==> config.mk <==
export PLATFORM = sky130hd
export DESIGN_NAME = ok_wire_out_bank
export DESIGN_NICKNAME = d
export VERILOG_FILES = /design/src/rtl/ok_wire_out_bank.sv
export SDC_FILE = /design/constraint.sdc
export NUM_CORES = 1
export LEC_CHECK = 0
export ABC_CLOCK_PERIOD_IN_PS = 7610
export CAP_MARGIN = 20
export CORE_ASPECT_RATIO = 0.75
export CORE_MARGIN = 2
export CORE_UTILIZATION = 50
export CTS_BUF_LIST = sky130_fd_sc_hd__clkbuf_16
export DETAILED_ROUTE_END_ITERATION = 16
export PLACE_DENSITY = 0.81
export SYNTH_ARGS = -nofsm -noshare
export SYNTH_HDL_FRONTEND = slang
export SYNTH_SLANG_ARGS = --single-unit
==> constraint.sdc <==
create_clock -name ti_clock -period 7.61 [get_ports ti_clock]
set_input_delay 1.522 -clock ti_clock [delete_from_list [all_inputs] [get_ports ti_clock]]
set_output_delay 1.522 -clock ti_clock [all_outputs]
set_load 0.005 [all_outputs]
==> src/rtl/ok_wire_out_bank.sv <==
// Bank of N_CH wire-out endpoints plus a status word, published atomically on host wire update.
// Optional shadow register lets the user freeze a coherent snapshot ahead of the host update.
module ok_wire_out_bank #(
  parameter int         N_CH         = 4,
  parameter logic [7:0] BASE_ADDR    = 8'h20,
  parameter logic [7:0] STAT_ADDR    = 8'h3F,
  parameter int         CAPTURE_MODE = 0
) (
  input  logic               ti_clock,
  input  logic               ti_reset,
  input  logic [7:0]         ti_addr,
  input  logic               ti_wireupdate,
  output logic [16:0]        ok2,
  input  logic [16*N_CH-1:0] ep_datain,
  input  logic               ep_capture,
  output logic               ep_published
);

  if (N_CH < 1 || N_CH > 15) begin : g_bad_nch
    $error("ok_wire_out_bank: N_CH must be 1..15");
  end
  if (int'(BASE_ADDR) < 32 || int'(BASE_ADDR) + N_CH - 1 > 63 ||
      int'(STAT_ADDR) < 32 || int'(STAT_ADDR) > 63) begin : g_bad_addr
    $error("ok_wire_out_bank: endpoint address outside 0x20..0x3F");
  end
  if (int'(STAT_ADDR) >= int'(BASE_ADDR) &&
      int'(STAT_ADDR) < int'(BASE_ADDR) + N_CH) begin : g_bad_stat
    $error("ok_wire_out_bank: STAT_ADDR collides with a channel address");
  end

  logic [15:0]     r_hold   [N_CH];
  logic [15:0]     r_shadow [N_CH];
  logic [N_CH-1:0] r_chg;
  logic            r_ovr;
  logic            r_pending;
  logic            r_published;

  logic            w_cap;
  logic [15:0]     w_src [N_CH];
  logic [15:0]     w_stat;
  logic [15:0]     w_rd;

  assign w_cap = (CAPTURE_MODE != 0) && ep_capture;

  // hold always loads from the pre-edge shadow, so a same-cycle capture lands in the next publish
  always_comb begin
    for (int i = 0; i < N_CH; i++) begin
      w_src[i] = (CAPTURE_MODE != 0) ? r_shadow[i] : ep_datain[16*i +: 16];
    end
  end

  always_comb begin
    w_stat     = '0;
    w_stat[15] = r_ovr;
    for (int i = 0; i < N_CH; i++) begin
      w_stat[i] = r_chg[i];
    end
  end

  always_comb begin
    w_rd = '0;
    for (int i = 0; i < N_CH; i++) begin
      if (ti_addr == 8'(int'(BASE_ADDR) + i)) begin
        w_rd = r_hold[i];
      end
    end
    if (ti_addr == STAT_ADDR) begin
      w_rd = w_stat;
    end
  end

  assign ok2          = {1'b0, w_rd};
  assign ep_published = r_published;

  always_ff @(posedge ti_clock) begin
    if (ti_reset) begin
      for (int i = 0; i < N_CH; i++) begin
        r_hold[i]   <= '0;
        r_shadow[i] <= '0;
      end
      r_chg       <= '0;
      r_ovr       <= 1'b0;
      r_pending   <= 1'b0;
      r_published <= 1'b0;
    end else begin
      r_published <= ti_wireupdate;
      if (w_cap) begin
        for (int i = 0; i < N_CH; i++) begin
          r_shadow[i] <= ep_datain[16*i +: 16];
        end
      end
      if (ti_wireupdate) begin
        for (int i = 0; i < N_CH; i++) begin
          r_hold[i] <= w_src[i];
          r_chg[i]  <= (w_src[i] != r_hold[i]);
        end
        r_ovr     <= 1'b0;
        r_pending <= w_cap;
      end else if (w_cap) begin
        if (r_pending) begin
          r_ovr <= 1'b1;
        end
        r_pending <= 1'b1;
      end
    end
  end

endmodule
==> flow_summary_export.csv <==
group,metric,value,unit
global_route,grt_use_total,24.7,%
clocking,h-tree-depth,3,
route,vias,3039,
clocking,clock-root-buffer,"clkbuf_16",
clocking,clock_path_buffers,2,
floorplanning,num_rows,27,
setup_path,crit_slowest_cell,"clkdlybuf4s50_1",
cells_and_area,fin_nets,516,
logic_synthesis,yosysTopAreaCellShare,49.5,%
setup_path,cp_top_family,"buffers and inverters",
logic_synthesis,syn_nets,430,
logic_synthesis,ys_seq_area_share,52.1,%
hold_path,whs_path_depth,1,
setup_path,crit_buf_inv,2,
floorplanning,die_y,80.3,um
sta,rsz0062_at_grt,"false",
setup_path,path_cells,"clkdlybuf4s50_1 > nand2b_1 > nor2_1 > a2111oi_0 > a21o_1 > clkdlybuf4s50_1",
pwr,p_leak,1.92,nW
logic_synthesis,ys.flop_type,"edfxtp_1",
place,dp_hpwl,7.34,mm
pwr,pwr_density_cell,209,nW/um^2
logic_synthesis,netlist_top_cells_count,"68 x and2_1, 64 x edfxtp_1, 48 x xnor2_1",
setup_path,worstPathMaxFanout,19,
clocking,clock_sinks,69,
sta,finalHoldViolCount,0,
global_route,grt_pass1_vias,3045,
logic_synthesis,synth_top_area_cell,"edfxtp_1",
sta,fmax,0.176,GHz
pwr,power,0.00109,W
cells_and_area,drive_gt1_share,6.07,%
sta,whs,0.507,ns
floorplanning,dieArea,8490,sq um
global_route,antenna_found_initial,0,
sta,fin_crit,5.69,ns
pwr,ir_drop,143,uV
global_route,grt_start_max_net_pins,53,
sta,drv_slew,0,
sta,period_share,74.8,%
place,gp_congestion,0.865,
route,drt-initial-drc-count,256,
route,postRouteAntennaNets,0,
floorplanning,core,7430,sq um
setup_path,reg2reg_slack,6.05,ns
setup_path,r2r-end,"r_chg[1]",
floorplanning,start_util,52.2,%
logic_synthesis,async_reset_ff_share,0,%
clocking,cts_setup_buffers,0,
logic_synthesis,ys_warn_count,0,
logic_synthesis,synth-seq-cells,69,
clocking,hold_buffers,0,
logic_synthesis,synth_edf_count,64,
hold_path,holdPathEnd,"r_chg[2]",
cells_and_area,area_growth,34.0,%
hold_path,hp-start,"r_chg[2]",
status,outcome,"finished, final reports clean",
clocking,clk-insertion-delay-late,0.33,ns
sta,tightest_slew,0.662,ns
hold_path,hp-class,"reg2reg",
logic_synthesis,synth.avg_cell_area,11.0,sq um
global_route,grt_first_pass_wirelength,15.5,mm
sta,relSlewSlack,55.7,%
route,wl_per_cell,18.7,um
setup_path,crit_arrival,4.17,ns
floorplanning,pin_count,94,
cells_and_area,fillerInstances,574,
clocking,cts_tree,"built",
logic_synthesis,synthDistinctLibCells,34,
sta,skew,0.00529,ns
clocking,cts_buffers,9,
route,finalWirelength,10.2,mm
floorplanning,die_x,106,um
setup_path,reg2reg_depth,4,
setup_path,r2r_start,"r_hold[1][6]",
flow_run,maxCapViolCount,0,
logic_synthesis,synth.most_common_cell,"and2_1",
setup_path,cp-end-kind,"primary output",
sta,fin_setup_tns,0,ns
setup_path,crit_type,"in2out",
setup_path,critical-path-max-stage-delay,0.74,ns
logic_synthesis,netlist_area,3880,sq um
setup_path,cp_data_required_time,6.09,ns
cells_and_area,instances_no_fill,546,
place,portBuffers,91,
place,place_inst,529,
route,drt_pass1_iterations,5,
route,viasPerCell,5.57,
setup_path,path_common_cell,"clkdlybuf4s50_1",
route,drc,0,
place,pre_cts_ws,1.68,ns
sta,finalSetupViolCount,0,
logic_synthesis,synth_area_leaders,"edfxtp_1 50%, and2_1 11%, xnor2_1 11%",
setup_path,critPathLaunchType,"input port",
clocking,cts.reportedPaths.clkPinSlew,0.06,ns
clocking,cts_resized,0,
cells_and_area,diodes,0,
sta,setup_ws,1.92,ns
global_route,gr-total-overflow,0,
logic_synthesis,netlist_instances,354,
==> report_power, final <==
part / internal (W) / switching (W) / leakage, nW / total [W]
registers: 0.000449 / 0.0000243 / 0.730 / 0.000473
logic: 0.0000769 / 0.0000618 / 1.03 / 0.000139
clock network: 0.000318 / 0.000159 / 0.161 / 0.000477
total: 0.000844 / 0.000245 / 1.92 / 0.00109
==> final cells by class <==
cell class / count / area, sq um / share of cell area [%]
clock inverters: 7 / 114 / 2.19
flip-flops and latches: 69 / 2020 / 38.9
inverters: 2 / 7.51 / 0.144
clock buffers: 9 / 225 / 4.33
repair buffers: 95 / 941 / 18.1
multi-input cells: 263 / 1760 / 33.9
well taps: 101 / 126 / 2.43
==> layout by cell type (no fill, tap or decap), types with 4 or more instances in the layout <==
master / netlist / final
clkdlybuf4s50_1: 0 / 91
and2_1: 68 / 68
edfxtp_1: 64 / 64
xnor2_1: 48 / 48
nor2_1: 18 / 18
o21ai_0: 16 / 16
xor2_1: 16 / 16
nand2_1: 13 / 13
or3_1: 13 / 13
a21oi_1: 12 / 12
nand4_1: 10 / 10
clkbuf_16: 0 / 9
nor4_1: 8 / 8
a22oi_2: 6 / 6
a22oi_1: 6 / 6
dfxtp_1: 5 / 5
nand3_1: 4 / 4
a211oi_1: 4 / 4
a2111oi_0: 4 / 4
a21o_1: 4 / 4
buf_4: 1 / 4
==> sequential cells by signal, summed over array words and instances (netlist names) <==
| name | count |
|---|---|
| r_hold | 64 |
| ep_published | 1 |
| r_chg | 4 |
==> worst max-delay path by stage <==
| stage | start | to | slack, ns | cells past startpoint |
|---|---|---|---|---|
| after floorplan | ti_addr[4] | ok2[10] | 3.19 | 6 |
| after global placement | ti_addr[0] | ok2[3] | 1.74 | 6 |
| after detailed placement | ti_addr[0] | ok2[3] | 1.68 | 6 |
| after CTS | ti_addr[0] | ok2[3] | 1.63 | 6 |
| after global routing | ti_addr[0] | ok2[3] | 1.72 | 6 |
| final | ti_addr[0] | ok2[3] | 1.92 | 6 |
==> routing by layer <==
layer  routed length [um]  up-vias  track usage (%)  share of wire, %
met1                 4230     1451             30.9                41
met5                    0        -                0                 0
li1                     -     1427                -                 -
met4                  210        0             8.82               2.1
met3                  974       19             7.39               9.5
met2                 4820      142             41.0                47
==> cells by family (layout without fill, tap and decap cells) <==
kind of cell    after synthesis  after routing  synth area share, %
simple gates                139            139                 20.4
flops                        69             69                 52.1
xor+xnor                     64             64                 14.4
compound gates               59             59                 10.4
buf+inv                      22            113                 2.51
other cells                   1              1               0.0967
==> stage by stage <==
| stage | cell area (sq um) | utilization [%] |
|---|---|---|
| after CTS | 5190 | 69.8 |
| after global routing | 5200 | 69.9 |
| final | 5200 | 69.9 |
| after floorplan | 3880 | - |
| after detailed placement | 4850 | 65.3 |
| after global placement | 4850 | 65.3 |
Note: power is estimated with default switching activity, not from simulation.
